<file path="src/rtl/video_timing_gen_pkg.sv">
// Shared definitions for the video timing generator: pattern modes, 24-bit colours
// and standard timing presets.
package video_timing_gen_pkg;

    typedef enum logic [1:0] {
        PAT_BARS     = 2'b00,
        PAT_GRID     = 2'b01,
        PAT_GRADIENT = 2'b10,
        PAT_SOLID    = 2'b11
    } pattern_e;

    typedef struct packed {
        int h_active;
        int h_fp;
        int h_sync;
        int h_bp;
        int v_active;
        int v_fp;
        int v_sync;
        int v_bp;
        bit hs_pol;
        bit vs_pol;
    } timing_t;

    localparam timing_t TIMING_640X480_60  = '{640, 16, 96, 48, 480, 10, 2, 33, 1'b0, 1'b0};
    localparam timing_t TIMING_1280X720_60 = '{1280, 110, 40, 220, 720, 5, 5, 20, 1'b1, 1'b1};

    localparam logic [23:0] WHITE   = 24'hFFFFFF;
    localparam logic [23:0] YELLOW  = 24'hFFFF00;
    localparam logic [23:0] CYAN    = 24'h00FFFF;
    localparam logic [23:0] GREEN   = 24'h00FF00;
    localparam logic [23:0] MAGENTA = 24'hFF00FF;
    localparam logic [23:0] RED     = 24'hFF0000;
    localparam logic [23:0] BLUE    = 24'h0000FF;
    localparam logic [23:0] BLACK   = 24'h000000;

    // Colour-bar order, left to right.
    function automatic logic [23:0] bar_colour(input logic [2:0] idx);
        logic [23:0] c;
        case (idx)
            3'd0:    c = WHITE;
            3'd1:    c = YELLOW;
            3'd2:    c = CYAN;
            3'd3:    c = GREEN;
            3'd4:    c = MAGENTA;
            3'd5:    c = RED;
            3'd6:    c = BLUE;
            default: c = BLACK;
        endcase
        return c;
    endfunction

endpackage

</file>
<file path="src/rtl/video_timing_gen_pattern_gen.sv">
// Combinational test-pattern source: active-area coordinates and mode in, RGB out.
module video_timing_gen_pattern_gen
    import video_timing_gen_pkg::*;
#(
    parameter int H_ACTIVE = 640
)(
    input  logic [11:0] x_i,
    input  logic [7:0]  y_i,
    input  logic [1:0]  mode_i,
    input  logic [23:0] solid_rgb_i,
    output logic [23:0] rgb_o
);
    localparam int BAR_W = H_ACTIVE / 8;

    logic [6:0]  past_edge;
    logic [2:0]  bar_idx;
    logic [7:0]  grad_b;

    // Bar index is the number of bar boundaries already passed, avoiding a divider.
    generate
        for (genvar gi = 1; gi < 8; gi++) begin : g_bar_edge
            assign past_edge[gi-1] = (x_i >= 12'(gi * BAR_W));
        end
    endgenerate

    assign bar_idx = 3'($countones(past_edge));
    assign grad_b  = x_i[7:0] + y_i;

    always_comb begin
        rgb_o = BLACK;
        case (mode_i)
            PAT_BARS:     rgb_o = bar_colour(bar_idx);
            PAT_GRID:     rgb_o = (x_i[4:0] == 5'd0 || y_i[4:0] == 5'd0) ? WHITE : BLACK;
            PAT_GRADIENT: rgb_o = {x_i[7:0], y_i, grad_b};
            default:      rgb_o = solid_rgb_i;
        endcase
    end

endmodule

</file>
<file path="src/rtl/video_timing_gen.sv">
// Pixel-clock timing generator: h/v counters, sync decode, per-frame mode latch and
// one aligned output register stage feeding the TMDS lanes.
module video_timing_gen
    import video_timing_gen_pkg::*;
#(
    parameter int H_ACTIVE = TIMING_640X480_60.h_active,
    parameter int H_FP     = TIMING_640X480_60.h_fp,
    parameter int H_SYNC   = TIMING_640X480_60.h_sync,
    parameter int H_BP     = TIMING_640X480_60.h_bp,
    parameter int V_ACTIVE = TIMING_640X480_60.v_active,
    parameter int V_FP     = TIMING_640X480_60.v_fp,
    parameter int V_SYNC   = TIMING_640X480_60.v_sync,
    parameter int V_BP     = TIMING_640X480_60.v_bp,
    parameter bit HS_POL   = TIMING_640X480_60.hs_pol,
    parameter bit VS_POL   = TIMING_640X480_60.vs_pol
)(
    input  logic        clk_i,
    input  logic        rst_ni,
    input  logic [1:0]  pattern_sel_i,
    input  logic [23:0] solid_rgb_i,
    output logic        de_o,
    output logic        hsync_o,
    output logic        vsync_o,
    output logic [11:0] x_o,
    output logic [11:0] y_o,
    output logic [7:0]  red_o,
    output logic [7:0]  green_o,
    output logic [7:0]  blue_o,
    output logic        frame_start_o
);
    localparam int H_TOTAL = H_ACTIVE + H_FP + H_SYNC + H_BP;
    localparam int V_TOTAL = V_ACTIVE + V_FP + V_SYNC + V_BP;

    localparam logic [11:0] H_LAST     = 12'(H_TOTAL - 1);
    localparam logic [11:0] V_LAST     = 12'(V_TOTAL - 1);
    localparam logic [11:0] H_ACT_END  = 12'(H_ACTIVE);
    localparam logic [11:0] V_ACT_END  = 12'(V_ACTIVE);
    localparam logic [11:0] H_SYNC_BEG = 12'(H_ACTIVE + H_FP);
    localparam logic [11:0] H_SYNC_END = 12'(H_ACTIVE + H_FP + H_SYNC);
    localparam logic [11:0] V_SYNC_BEG = 12'(V_ACTIVE + V_FP);
    localparam logic [11:0] V_SYNC_END = 12'(V_ACTIVE + V_FP + V_SYNC);

    logic [11:0] hcnt_q, hcnt_d, vcnt_q, vcnt_d;
    logic [1:0]  mode_q, mode_d;
    logic [23:0] solid_q, solid_d;
    logic        de_q, de_d, hsync_q, hsync_d, vsync_q, vsync_d;
    logic        frame_start_q, frame_start_d;
    logic [11:0] x_q, x_d, y_q, y_d;
    logic [23:0] rgb_q, rgb_d, pattern_rgb;
    logic        frame_origin, active, hs_on, vs_on;

    assign frame_origin = (hcnt_q == 12'd0) && (vcnt_q == 12'd0);
    assign active       = (hcnt_q < H_ACT_END) && (vcnt_q < V_ACT_END);
    assign hs_on        = (hcnt_q >= H_SYNC_BEG) && (hcnt_q < H_SYNC_END);
    assign vs_on        = (vcnt_q >= V_SYNC_BEG) && (vcnt_q < V_SYNC_END);

    // The latch is transparent at the origin so pixel (0,0) already uses the new frame's mode.
    assign mode_d  = frame_origin ? pattern_sel_i : mode_q;
    assign solid_d = frame_origin ? solid_rgb_i : solid_q;

    video_timing_gen_pattern_gen #(
        .H_ACTIVE (H_ACTIVE)
    ) u_pattern_gen (
        .x_i         (hcnt_q),
        .y_i         (vcnt_q[7:0]),
        .mode_i      (mode_d),
        .solid_rgb_i (solid_d),
        .rgb_o       (pattern_rgb)
    );

    always_comb begin
        hcnt_d = (hcnt_q == H_LAST) ? 12'd0 : hcnt_q + 12'd1;
        vcnt_d = vcnt_q;
        if (hcnt_q == H_LAST) begin
            vcnt_d = (vcnt_q == V_LAST) ? 12'd0 : vcnt_q + 12'd1;
        end
        de_d          = active;
        hsync_d       = hs_on ? HS_POL : ~HS_POL;
        vsync_d       = vs_on ? VS_POL : ~VS_POL;
        x_d           = active ? hcnt_q : 12'd0;
        y_d           = active ? vcnt_q : 12'd0;
        rgb_d         = active ? pattern_rgb : 24'd0;
        frame_start_d = frame_origin;
    end

    always_ff @(posedge clk_i or negedge rst_ni) begin
        if (!rst_ni) begin
            hcnt_q        <= 12'd0;
            vcnt_q        <= 12'd0;
            mode_q        <= PAT_BARS;
            solid_q       <= 24'd0;
            de_q          <= 1'b0;
            hsync_q       <= ~HS_POL;
            vsync_q       <= ~VS_POL;
            x_q           <= 12'd0;
            y_q           <= 12'd0;
            rgb_q         <= 24'd0;
            frame_start_q <= 1'b0;
        end else begin
            hcnt_q        <= hcnt_d;
            vcnt_q        <= vcnt_d;
            mode_q        <= mode_d;
            solid_q       <= solid_d;
            de_q          <= de_d;
            hsync_q       <= hsync_d;
            vsync_q       <= vsync_d;
            x_q           <= x_d;
            y_q           <= y_d;
            rgb_q         <= rgb_d;
            frame_start_q <= frame_start_d;
        end
    end

    assign de_o          = de_q;
    assign hsync_o       = hsync_q;
    assign vsync_o       = vsync_q;
    assign x_o           = x_q;
    assign y_o           = y_q;
    assign red_o         = rgb_q[23:16];
    assign green_o       = rgb_q[15:8];
    assign blue_o        = rgb_q[7:0];
    assign frame_start_o = frame_start_q;

endmodule

</file>
<file path="config.mk">
export PLATFORM = sky130hd
export DESIGN_NAME = video_timing_gen
export DESIGN_NICKNAME = d
export VERILOG_FILES = /design/src/rtl/video_timing_gen_pkg.sv /design/src/rtl/video_timing_gen_pattern_gen.sv /design/src/rtl/video_timing_gen.sv
export SDC_FILE = /design/constraint.sdc
export NUM_CORES = 1
export LEC_CHECK = 0
export CORE_MARGIN = 2
export CORE_UTILIZATION = 55
export CTS_CLUSTER_SIZE = 25
export DETAILED_ROUTE_END_ITERATION = 10
export GPL_TIMING_DRIVEN = 0
export PLACE_DENSITY = 0.89
export SLEW_MARGIN = 0
export SYNTH_ARGS = -nofsm -noshare
export SYNTH_HDL_FRONTEND = slang
export SYNTH_SLANG_ARGS = --single-unit
</file>
<file path="constraint.sdc">
create_clock -name clk_i -period 5.4 [get_ports clk_i]
set_input_delay 1.35 -clock clk_i [delete_from_list [all_inputs] [get_ports clk_i]]
set_output_delay 1.35 -clock clk_i [all_outputs]
set_load 0.02 [all_outputs]
</file>
==> run summary <==
Status: finished clean
Worst Path Class, Setup: reg -> reg
Maximum VDD drop: 0.000126 V
Hold-fix buffers, CTS: 0
Chip width: 98.5 um
CTS buffer count: 9
Dpl hpwl: 8360 um
Final core occ: 0.701
Final setup vio count: 0
Crit path capture type: register
CTS resizes: 0
Design Area, Final: 0.00608 mm2
Clock Path Buffers: 2
Post-synthesis sequential area ratio: 0.520
Clk_skew: 0.00825 ns
H-tree depth: 3
Most common cell in the netlist: dfrtp_1
Synthesized flop and latch total: 102
Fmax: 239 MHz
Setup crit start kind: register
Vias in the first global route: 4020
Final hold violation count: 0
Non-Filler Instances: 675
Critical Path RT: 5.60 ns
Layout fillers: 631
Total wire length: 11600 um
Yosys top cell by area: dfrtp_1
WP data arrival: 4.38 ns
RSZ-0062 raised after global routing: false
# Post-CTS Setup Buffers: 0
Clock Root Buffer: clkbuf_8
Ys flop type: dfrtp_1
DRT iter0 DRCs: 395
Max-Cap Viols: 0
Pin count of the biggest net entering global routing: 57
Cell variety after synth: 59
Worst-path clk slew: 0.10 ns
Synth area leaders: dfrtp_1 51%, nand2_1 5.0%, ha_1 3.8%, mux2i_1 3.7%, a221oi_1 2.9%
Die Ht: 98.5 um
Fin crit period: 4.18 ns
Final worst-path cycle share: 0.774
Max_slew headroom: 0.187
Yosys top cell area share: 0.510
Placed Area: 0.00588 mm2
Sinks on Clock Net: 102
Nets: 609
Placed cells: 659
Vias/cell: 5.78
Post-synthesis area per instance: 10.5 um2
Static leakage: 2.60 nW
Later-pin clock latency in the skew report: 0.37 ns
First-pass GRT wire length: 19400 um
Overflow after GRT: 0
Initial antenna violation count: 0
ANT nets after route: 0
Starting Density: 0.566
Post-synthesis cell area: 0.00491 mm2
Port-buffer cells: 79
Core box area: 0.00868 mm2
FP Rows: 34
Synth Instances: 467
HP Class: reg -> reg
DR WL/cell: 17.2 um
Die ar.: 0.00970 mm2
IO Count: 80
Synth top cells by count: 100 x dfrtp_1, 66 x nand2_1, 32 x inv_1, 28 x nor2_1, 20 x nor3_1
Area delta synth->final: 23.8%
Synth warnings: 0
All-Layer GR Usage: 0.251
# diodes: 0
Pwr/cell area: 238 mW/mm2
CTS tree: yes
Gpl congestion: 0.905
Share of cells above drive strength 1: 0.0847
Via count: 3901
DR DRC count: 0
Post-synth EDFFs: 0
Async SR Flop Fraction: 1.00
Initial DRT Pass Iterations: 7
Worst Tran Pin Value: 1.19 ns
Pins over their slew limit: 0
CP Max Fanout: 10
==> flip-flops by register name (all words and copies together), names as in the netlist <==
name / cells
y_o: 12
hcnt_q: 12
vcnt_q: 12
hsync_o: 1
frame_start_o: 1
vsync_o: 1
de_o: 1
solid_q: 24
rgb_q: 24
mode_q: 2
x_o: 12
==> critical path, cell delays in order (launching register included) <==
cell	delay, ns
dfrtp_1	0.40
clkbuf_1	0.24
nor4_1	0.56
nand2_1	0.13
ha_1	0.32
inv_1	0.08
fa_1	0.42
inv_1	0.08
ha_1	0.14
inv_1	0.05
fa_1	0.37
xnor2_1	0.21
nor2_1	0.06
nor2_1	0.09
a31oi_1	0.05
o21ai_1	0.62
a221oi_1	0.18
==> cells by family after synthesis <==
logic type	Yosys count	share of synthesized area
other	1	0.000764
and+or+nand+nor	179	0.183
xor gates and xnor gates	23	0.0410
adders and majority gates	19	0.0545
buffers and inverters	58	0.0476
AOI/OAI and AO/OA	66	0.114
muxes	19	0.0390
DFF	102	0.520
==> report_power, final <==
| group | internal, mW | switching [mW] |
|---|---|---|
| registers | 0.791 | 0.00914 |
| clock network | 0.221 | 0.277 |
| logic | 0.0716 | 0.0806 |
==> path summary, 6_finish.rpt <==
check	from	endpoint	slack, ns	depth (start not counted)
max in group asynchronous	rst_ni	solid_q[18]	3.77	2
max	hcnt_q[9]	rgb_q[11]	1.22	16
min in group asynchronous	rst_ni	y_o[9]	0.98	1
min reg2reg	solid_q[15]	solid_q[15]	0.49	2
max reg2reg	hcnt_q[9]	rgb_q[11]	1.22	16
min	solid_q[15]	solid_q[15]	0.49	2
==> cell type report <==
cell class,instances,area [um2],share of cell area
tap,108,135,0.0222
inverter,32,120,0.0197
clock buffer,9,124,0.0204
multi-input combinational,311,2140,0.351
clock inverter,7,81.3,0.0134
timing repair buffer,80,816,0.134
sequential,102,2550,0.420
buffer,26,114,0.0187
==> cells in the final DEF (no fill, tap or decap), types with 2 or more instances in the layout <==
master | synthesis | final
clkbuf_1 | 19 | 19
o21ai_0 | 16 | 16
dfstp_2 | 2 | 2
xor2_1 | 7 | 7
nor3_1 | 20 | 20
a2111oi_4 | 2 | 2
a2111oi_2 | 7 | 7
inv_1 | 32 | 32
mux2i_1 | 18 | 18
or4_4 | 2 | 2
nor4_1 | 2 | 2
xnor2_1 | 16 | 16
conb_1 | 1 | 5
buf_4 | 1 | 2
and2_1 | 14 | 14
o22ai_1 | 3 | 3
nand4_1 | 10 | 10
nor4b_1 | 2 | 2
o21ai_1 | 2 | 2
clkbuf_8 | 0 | 9
nand3_1 | 15 | 15
a21oi_1 | 6 | 6
dfrtp_1 | 100 | 100
clkdlybuf4s50_1 | 0 | 78
o211ai_1 | 2 | 2
nand2_1 | 66 | 66
fa_1 | 4 | 4
nand2b_1 | 5 | 5
and4_1 | 2 | 2
nor2_1 | 28 | 28
inv_8 | 0 | 2
a221oi_1 | 16 | 16
buf_2 | 4 | 4
clkinvlp_4 | 0 | 2
ha_1 | 15 | 15
==> metrics by stage <==
stage | hold WS, ns | total power [mW] | worst slack (ns) | TNS (ns)
6_report | 0.488 | 1.45 | 1.22 | 0
2_1_floorplan | 0.440 | 0.880 | 2.02 | 0
3_3_place_gp | 0.451 | 0.962 | -0.611 | -60.64
3_5_place_dp | 0.466 | 0.968 | 1.36 | 0
5_1_grt | 0.512 | 1.51 | 1.08 | 0
4_1_cts | 0.488 | 1.46 | 1.34 | 0
==> per-layer routing <==
metal | part of all wire | global-route usage | routed length [um]
met5 | 0 | 0 | 0
met4 | 0.042 | 0.119 | 483
met3 | 0.060 | 0.0475 | 693
met2 | 0.48 | 0.407 | 5560
met1 | 0.42 | 0.330 | 4840
(Power assumes the default switching activity.)
